File: config.mk
export PLATFORM = sky130hd
export DESIGN_NAME = vend_ctrl
export DESIGN_NICKNAME = d
export VERILOG_FILES = /design/src/rtl/vend_ctrl.sv
export SDC_FILE = /design/constraint.sdc
export NUM_CORES = 1
export LEC_CHECK = 0
export CAP_MARGIN = 25
export CORE_MARGIN = 2
export CORE_UTILIZATION = 55
export DETAILED_ROUTE_END_ITERATION = 8
export MAX_ROUTING_LAYER = met4
export PLACE_DENSITY = 0.75
export SYNTH_ARGS = -nofsm -noshare
export SYNTH_HDL_FRONTEND = slang
export SYNTH_SLANG_ARGS = --single-unit
File: constraint.sdc
create_clock -name clk -period 3.3 [get_ports clk]
set_input_delay 0.66 -clock clk [delete_from_list [all_inputs] [get_ports clk]]
set_output_delay 0.66 -clock clk [all_outputs]
set_load 0.02 [all_outputs]
File: src/rtl/vend_ctrl.sv
// ---------------------------------------------------------------------------
// vend_ctrl -- vending-machine transaction controller
//
// Accepts debounced single-cycle coin/cancel pulses, accumulates credit in
// half-yuan units, decides dispense/refund and presents a 2-bit status code
// to the LED indicator block. The state register *is* the status code, so
// number_zhuangtai has no decode logic behind it. All hold timing lives here.
//
// Optional feature macro: VEND_TIMEOUT_EN
//   defined   -> COLLECT auto-refunds after TIMEOUT_TICKS ticks with no
//                accepted coin (tick counter restarts on every accepted coin)
//   undefined -> COLLECT waits indefinitely for price or cancel
//
// Parameters:
//   PRICE          item price, half-yuan units (1..31)
//   TICK_DIV       clk cycles per 0.2 s tick
//   HOLD_TICKS     ticks each DISPENSE / CHANGE status is held
//   TIMEOUT_TICKS  idle ticks in COLLECT before auto-refund
//
// Ports:
//   clk               in   system clock (50 MHz)
//   rst_n             in   asynchronous active-low reset
//   coin_half         in   pulse, 0.5 yuan inserted
//   coin_one          in   pulse, 1 yuan inserted
//   cancel            in   pulse, user cancel
//   number_zhuangtai  out  status: 00 IDLE, 10 COLLECT, 11 DISPENSE, 01 CHANGE
//   credit            out  current credit, half-yuan units
//   change            out  change/refund amount for the current CHANGE phase
//   dispense          out  pulse, release item (first cycle of DISPENSE)
//   coin_reject       out  pulse, coin(s) of this cycle were ignored
// ---------------------------------------------------------------------------
module vend_ctrl #(
    parameter int PRICE         = 5,
    parameter int TICK_DIV      = 10_000_000,
    parameter int HOLD_TICKS    = 10,
    parameter int TIMEOUT_TICKS = 50
) (
    input  logic       clk,
    input  logic       rst_n,
    input  logic       coin_half,
    input  logic       coin_one,
    input  logic       cancel,
    output logic [1:0] number_zhuangtai,
    output logic [4:0] credit,
    output logic [4:0] change,
    output logic       dispense,
    output logic       coin_reject
);

    // Encodings equal the status codes consumed by the LED block.
    typedef enum logic [1:0] {
        S_IDLE     = 2'b00,
        S_COLLECT  = 2'b10,
        S_DISPENSE = 2'b11,
        S_CHANGE   = 2'b01
    } state_t;

    localparam int TW   = (TICK_DIV > 1) ? $clog2(TICK_DIV) : 1;
    localparam int HMAX = (HOLD_TICKS > TIMEOUT_TICKS) ? HOLD_TICKS : TIMEOUT_TICKS;
    localparam int HW   = (HMAX > 1) ? $clog2(HMAX + 1) : 1;

    localparam logic [TW-1:0] TICK_LAST = TW'(TICK_DIV - 1);
    localparam logic [HW-1:0] HOLD_LAST = HW'(HOLD_TICKS - 1);
    localparam logic [5:0]    PRICE6    = 6'(PRICE);
    localparam logic [4:0]    PRICE5    = 5'(PRICE);
`ifdef VEND_TIMEOUT_EN
    localparam logic [HW-1:0] TOUT_LAST = HW'(TIMEOUT_TICKS - 1);
`endif

    state_t          state_reg;
    logic [4:0]      credit_reg;
    logic [4:0]      change_reg;
    logic            dispense_reg;
    logic            coin_reject_reg;
    logic [TW-1:0]   tick_cnt_reg;
    logic [HW-1:0]   hold_cnt_reg;

    // Combinational helpers (all derived from registered state + inputs)
    logic [1:0]      coin_val;
    logic            coin_any;
    logic [5:0]      sum6;
    logic            sum_ovf;
    logic            coin_ok;
    logic            reach;
    logic [4:0]      over5;
    logic            tick;
    logic            hold_done;

    always_comb begin
        // coin_one weighs 2, coin_half weighs 1: together they form the value.
        coin_val  = {coin_one, coin_half};
        coin_any  = coin_one | coin_half;
        // Six bits wide so a sum above 31 is seen rather than wrapped.
        sum6      = {1'b0, credit_reg} + {4'b0000, coin_val};
        sum_ovf   = sum6[5];
        coin_ok   = coin_any & ~sum_ovf;
        reach     = (sum6 >= PRICE6);
        // Only used when sum6 <= 31, so 5-bit arithmetic is exact.
        over5     = sum6[4:0] - PRICE5;
        tick      = (tick_cnt_reg == TICK_LAST);
        hold_done = tick && (hold_cnt_reg == HOLD_LAST);
    end

    always_ff @(posedge clk or negedge rst_n) begin
        if (!rst_n) begin
            state_reg       <= S_IDLE;
            credit_reg      <= '0;
            change_reg      <= '0;
            dispense_reg    <= 1'b0;
            coin_reject_reg <= 1'b0;
            tick_cnt_reg    <= '0;
            hold_cnt_reg    <= '0;
        end else begin
            // Pulses default low; free-running tick divider. Every state
            // change below overrides both counters back to zero.
            dispense_reg    <= 1'b0;
            coin_reject_reg <= 1'b0;
            tick_cnt_reg    <= tick ? '0 : tick_cnt_reg + TW'(1);

            case (state_reg)
                S_IDLE: begin
                    if (coin_any) begin
                        tick_cnt_reg <= '0;
                        hold_cnt_reg <= '0;
                        if (reach) begin
                            // Only reachable when PRICE <= 3.
                            state_reg    <= S_DISPENSE;
                            credit_reg   <= '0;
                            change_reg   <= {3'b000, coin_val} - PRICE5;
                            dispense_reg <= 1'b1;
                        end else begin
                            state_reg  <= S_COLLECT;
                            credit_reg <= {3'b000, coin_val};
                        end
                    end
                end

                S_COLLECT: begin
                    // Coins are refused when cancel wins the cycle or when
                    // they would push credit past 31.
                    coin_reject_reg <= coin_any & (cancel | sum_ovf);
                    if (cancel) begin
                        state_reg    <= S_CHANGE;
                        change_reg   <= credit_reg;
                        credit_reg   <= '0;
                        tick_cnt_reg <= '0;
                        hold_cnt_reg <= '0;
                    end else if (coin_ok && reach) begin
                        state_reg    <= S_DISPENSE;
                        change_reg   <= over5;
                        credit_reg   <= '0;
                        dispense_reg <= 1'b1;
                        tick_cnt_reg <= '0;
                        hold_cnt_reg <= '0;
                    end else if (coin_ok) begin
                        credit_reg <= sum6[4:0];
`ifdef VEND_TIMEOUT_EN
                        // An accepted coin restarts the inactivity timer.
                        tick_cnt_reg <= '0;
                        hold_cnt_reg <= '0;
`endif
                    end
`ifdef VEND_TIMEOUT_EN
                    else if (tick) begin
                        if (hold_cnt_reg == TOUT_LAST) begin
                            // Auto-refund: shown as CHANGE (blink).
                            state_reg    <= S_CHANGE;
                            change_reg   <= credit_reg;
                            credit_reg   <= '0;
                            hold_cnt_reg <= '0;
                        end else begin
                            hold_cnt_reg <= hold_cnt_reg + HW'(1);
                        end
                    end
`endif
                end

                S_DISPENSE: begin
                    coin_reject_reg <= coin_any;
                    if (hold_done) begin
                        hold_cnt_reg <= '0;
                        state_reg    <= (change_reg != 5'd0) ? S_CHANGE : S_IDLE;
                    end else if (tick) begin
                        hold_cnt_reg <= hold_cnt_reg + HW'(1);
                    end
                end

                S_CHANGE: begin
                    coin_reject_reg <= coin_any;
                    if (hold_done) begin
                        hold_cnt_reg <= '0;
                        state_reg    <= S_IDLE;
                        change_reg   <= '0;
                    end else if (tick) begin
                        hold_cnt_reg <= hold_cnt_reg + HW'(1);
                    end
                end

                default: begin
                    state_reg <= S_IDLE;
                end
            endcase
        end
    end

    assign number_zhuangtai = state_reg;
    assign credit           = credit_reg;
    assign change           = change_reg;
    assign dispense         = dispense_reg;
    assign coin_reject      = coin_reject_reg;

endmodule

## Yosys cells after proc, flatten, opt, wreduce, memory -nomap -nowiden

Cells that the tools add are included.

- Word-level logic and storage cells: 78
- Flip-flop bits (word level): 44
- Input port bits: 5

- Reduce and logical (&&, ||, !) cells: 11
- Equal/unequal tests: 12
- Mux-type cells: 37
- Order comparisons: 1
- $add $sub $neg: 5
- Bitwise gates (word level): 5

Operators with widths:

| cell | number |
|---|---|
| 24-bit two-way mux | 4 |
| 24-bit case mux with 2 select lines | 1 |
| 5-bit two-way mux | 9 |
| 6-bit two-way mux | 5 |
| 24-bit by 1-bit adder with 24-bit output, second input constant | 1 |
| 24-bit == test, second input constant | 1 |
| 6-bit case mux with 3 select lines | 1 |
| 5-bit case mux with 3 select lines | 1 |
| 2-bit two-way mux | 6 |
| 5-bit case mux with 2 select lines | 1 |
| 2-bit inequality test, second input constant | 4 |
| 2-bit case mux with 4 select lines | 1 |
| 5-bit by 2-bit adder with 6-bit output | 1 |
| 6-bit by 1-bit adder with 6-bit output, second input constant | 1 |
| 6-bit by 4-bit == test with 1-bit output, second input constant | 1 |
| 6-bit by 3-bit greater-or-equal comparator with 1-bit output, second input constant | 1 |
| 1-bit two-way mux | 6 |
| 3-bit AND reduction | 2 |
| 5-bit AND reduction | 1 |
| 5-bit nonzero test | 1 |
| 5-bit by 3-bit subtractor with 5-bit output, second input constant | 1 |
| 2-bit == test, second input constant | 2 |
| 4-bit inequality test, second input constant | 1 |
| 1-bit case mux with 2 select lines | 2 |
| 13 further kinds | 16 |

## Longest topological paths before layout

- Depth after elaboration: 7
- Depth in mapped cells: 12

## Worst setup path before layout

OpenSTA, ideal clock, no wires.

- Path type: input port to flip-flop
- From: input coin_half
- To: register tick_cnt_reg[10]
- Slack: 0.069 ns
- Data required time: 3.168 ns
- Library setup time: 0.132 ns
- Path buffers: 2
- Stages: 12
- Arrival time: 3.099 ns
- Path through: ha_1 -> inv_1 -> fa_1 -> ha_1 -> nand2b_1 -> o21bai_1 -> a221oi_1 -> o22a_1 -> or2_1 -> clkbuf_1 -> clkbuf_1 -> nor2_1

- Cells in the longest elaborated chain, start to end: 7

Ends and longest elaborated chain:

| item | line | RTL |
|---|---|---|
| from (decl) | 40 | `input logic coin_half,` |
| branches (longest 6 deep; another with 5-bit by 2-bit adder with 6-bit output) | -- |  |
| 24-bit case mux with 2 select lines (*) | 120 | `case (state_reg)` |
| to (signal assigned) | 118 | `tick_cnt_reg <= tick ? '0 : tick_cnt_reg + TW'(1);` |
| to (decl) | 75 | `logic [TW-1:0] tick_cnt_reg;` |

Mark *: on every way between the ends.
A chain may end at the register's enable or synchronous reset.

## Worst setup path in the final report

- From: input coin_one
- To: register tick_cnt_reg[10]

- Cells in the longest elaborated chain, start to end: 7

Ends and longest elaborated chain:

| item | line | RTL |
|---|---|---|
| from (decl) | 41 | `input logic coin_one,` |
| branches (longest 6 deep; another with 5-bit by 2-bit adder with 6-bit output) | -- |  |
| 24-bit case mux with 2 select lines (*) | 120 |  |

Marks and branches as above.

==> results <==
- The flow ran to the end, and the final reports show no timing, DRC or antenna violations.
- The category of the most critical setup path is input port to register.
- The initial antenna violation count is 0.
- In the synthesized netlist the async set-or-reset flop fraction comes to 100%.
- The final non-filler cell area is 3200 µm².
- After clock tree synthesis, the clock-pin slew on the worst setup and hold paths is 0.09 ns.
- The maximum number of pins on one net before global-route repair is 45.
- The kind of cell with the highest combined delay on the critical path is adder cells.
- In this run the tool buffered the top-level ports with 18 buffer cells.
- The signal arrival time at the worst endpoint is 3.35 ns.
- The count of cell types in the netlist is 51.
- The fraction of post-synthesis cell area in the top cell type by area is 41.7%.
- Of the total power, the clock network draws 40.8%.
- Counting the buffers created by CTS gives 5.
- After detailed routing, the average wire length per cell comes to 15.7 µm.
- After detailed routing, the total wire length is 5950 µm.
- The register bit total from synthesis is 44.
- The clock latency reported for the late side of the worst-skew pair is 0.30 ns.
- The endpoint required time on the critical path is 3.52 ns.
- Dividing the detail-routed via count by the number of cells gives 5.91.
- The maximum level of the CTS H-tree is 2.
- The number of flip-flops under the largest register name is 24.
- The setup slack on the worst flop-to-flop path is 0.35 ns.
- Setup repair after global routing left no endpoint under its margin.
- The total of endpoints with negative setup slack in the final report is 0.
- For this configuration, the core starts out at a cell density of 56.3%.
- After detailed placement, the total cell area comes to 2960 µm².
- Measured along the y axis, the die boundary spans 73.3 µm.
- STA classifies the critical path endpoint as a register.
- The most instantiated flip-flop cell in the synthesis netlist is dfrtp_1.
- In this run the worst path has a maximum fanout of 14.
- The synthesized netlist net count is 307.
- The cell type with the largest total area after synthesis is dfrtp_1.
- Walking the worst path, the cells encountered are clkdlybuf4s50_1 -> inv_1 -> fa_2 -> ha_2 -> nand2b_4 -> a221oi_2 -> a221oi_2 -> buf_4 -> o22a_1 -> or2_4 -> nor2_1.
- The final RePlAce weighted congestion is 0.945.
- The type of the worst min-delay path is input port to asynchronous set/reset pin.
- The core region is 4690 µm².
- In this run, the number of DRC markers left after iteration 0 of detailed routing was 160.
- The ratio of cells with drive above 1 in the final layout is 16.0%.
- The smallest clock period supported by the final layout is computed as 3.13 ns.
- The area of the die is 5380 µm².
- The final-layout worst hold slack is 0.229 ns.
- After detailed routing, the number of remaining DRC violations is 0.
- The remaining number of nets flagged by the antenna check after routing is 0.
- The net switching share of the total power is 22.6%.
- For this run, the detailed router's first-pass iteration total came to 4.
- The post-detailed-placement half-perimeter wirelength is 4000 µm.
- 19 I/O pins were placed.
- The deepest clock path buffer count is 2.
- The internal portion of the total power is 0.831 mW.
- The most numerous cell type found on the critical path is a221oi_2.
- The post-route clock period utilization is 94.8%.
- For this design the ratio of total power to cell area is 335 nW/µm².
- The cell count after synthesis is 289.
- The number of buffers and inverters on the critical path is 3.
- The worst voltage drop across the vdd grid is 224 µV.
- The commonest cells after synthesis are dfrtp_1 (44), nor2_1 (41), inv_1 (20).
- STA classifies the critical path startpoint as an input port.
- The root buffer cell chosen for the clock tree is clkbuf_8.
- The number of global-route vias before repair is 2018.
- The synthesized design contains 0 enable-type register cells.
- The power share of the combinational group is 8.5%.
- The reported net switching power is 0.242 mW.
- The cell area after synthesis is 2640 µm².
- The worst clock skew is 0.00913 ns.
- The worst setup slack before clock tree synthesis is -0.469 ns.
- Yosys printed 0 warnings.
- A synthesized cell averages 9.14 µm².
- The post-layout instance count excluding filler cells is 378.
- Yosys attributes the largest share of cell area to dfrtp_1 (42%), nor2_1 (5.8%), ha_1 (5.7%).
- The cell with the most instances after synthesis is dfrtp_1.
- Of the synthesized area, sequential elements account for 41.7%.
- The number of buffers inserted by hold repair at cts is 0.
- Max-cap violations in this run came to 0.
- The initialized floorplan defines 25 standard-cell rows.
- The first-pass GRT wire length is 9470 µm.
- The total global routing overflow is 0.
- The count of final hold-check violations is 0.
- The width of the chip is 73.3 µm.
- The overall fraction of global-route tracks in use is 23.2%.
- The max-slew violation count was 0.
- Measured against its own limit, the worst slew margin works out to 51.0%.
- The area added between synthesis and finish is 21.2%.
- Clock tree synthesis found a total of 44 sinks.
- Counting tap cells, the placed design contains a total of 366 instances.
- 0 antenna diodes ended up in the layout.
- In this design, the stage delay of the slowest critical-path cell is 0.59 ns.
- The achievable frequency is 320 MHz.
- The via total after detailed routing is 2233.
- For this design the static power due to leakage is 1.45 nW.
- The net count reported at finish is 341.
- Among all stages on the critical path, the largest delay is contributed by fa_2.
- The sequential power share is 50.7%.
- The clock tree from TritonCTS is built.
- Setup slack closes at 0.173 ns.
- The actual transition at the worst max-transition pin is 0.735 ns.
-- cell families after synthesis --
kind of cell             share of synthesized area, %
AO/OA/AOI/OAI                                    11.6
XOR/XNOR                                         8.29
adder cells (fa/ha/maj)                          6.44
buffers and inverters                            4.36
flip-flops                                       41.7
multiplexers                                     3.74
AND/OR/NAND/NOR                                  24.0
-- power groups by stage --
stage | combinational (mW) | sequential, mW | clock (mW)
floorplan | 0.0324 | 0.559 | 0
global placement | 0.0759 | 0.555 | 0
detailed placement | 0.0779 | 0.555 | 0
CTS | 0.0792 | 0.544 | 0.445
global route | 0.0990 | 0.545 | 0.470
finish | 0.0910 | 0.544 | 0.438
-- worst register-to-register path, stage by stage (launching register included) --
cell and delay, ns:
dfrtp_1 0.42, ha_2 0.21, inv_1 0.06, fa_2 0.63
ha_2 0.24, nand2b_4 0.07, a221oi_2 0.31, a221oi_2 0.13
buf_4 0.17, o22a_1 0.17, or2_4 0.33, nor2_1 0.14
-- placed cells by master, fill, tap and decap left out, types with 7 or more instances in the layout --
master / n
dfrtp_1: 44
nor2_1: 39
inv_1: 20
nand2_1: 18
nand3_1: 17
buf_4: 17
xor2_1: 16
clkdlybuf4s50_1: 16
o22ai_1: 10
a21oi_1: 9
xnor2_1: 9
ha_1: 9
nor3_1: 7
o21ai_0: 7
-- through the flow --
stage,setup TNS [ns],util (%),total power [mW]
2_1_floorplan,0,-,0.592
3_3_place_gp,-6.89,63.0,0.631
3_5_place_dp,-12.38,63.0,0.633
4_1_cts,-0.0151,65.8,1.07
5_1_grt,0,68.3,1.11
6_report,0,68.3,1.07
-- path summary, 6_finish.rpt --
check | from | to | cells after the start
hold reg to reg | change[1] | change[1] | 1
min in group clk | change[1] | change[1] | 1
hold / removal | rst_n | credit[0] | 1
setup / recovery | coin_one | tick_cnt_reg[10] | 11
max in group asynchronous | rst_n | tick_cnt_reg[10] | 2
setup reg to reg | credit[0] | tick_cnt_reg[10] | 11
-- layer usage --
metal | GRT usage, % | up-vias | wire length, µm
met2 | 33.9 | 56 | 2790
li1 | - | 1082 | -
met3 | 4.39 | 12 | 265
met1 | 33.8 | 1083 | 2810
met4 | 5.45 | 0 | 89
met5 | - | - | 0
-- cell type report --
class / instances / area, µm²
timing repair buffer: 37 / 337
inverter: 20 / 75.1
clock buffer: 6 / 82.6
sequential: 44 / 1100
multi-input combinational: 215 / 1500
tap: 54 / 67.6
fill: 386 / 1490
clock inverter: 2 / 38.8
-- what timing repair did --
action / CTS / global route
pin swaps: 2 / 4
buffers inserted: 0 / 3
endpoints found under the setup margin: 20 / 29
gates cloned: 0 / 0
resized for setup: 3 / 16
No activity file was read; power rests on OpenSTA's default activity.
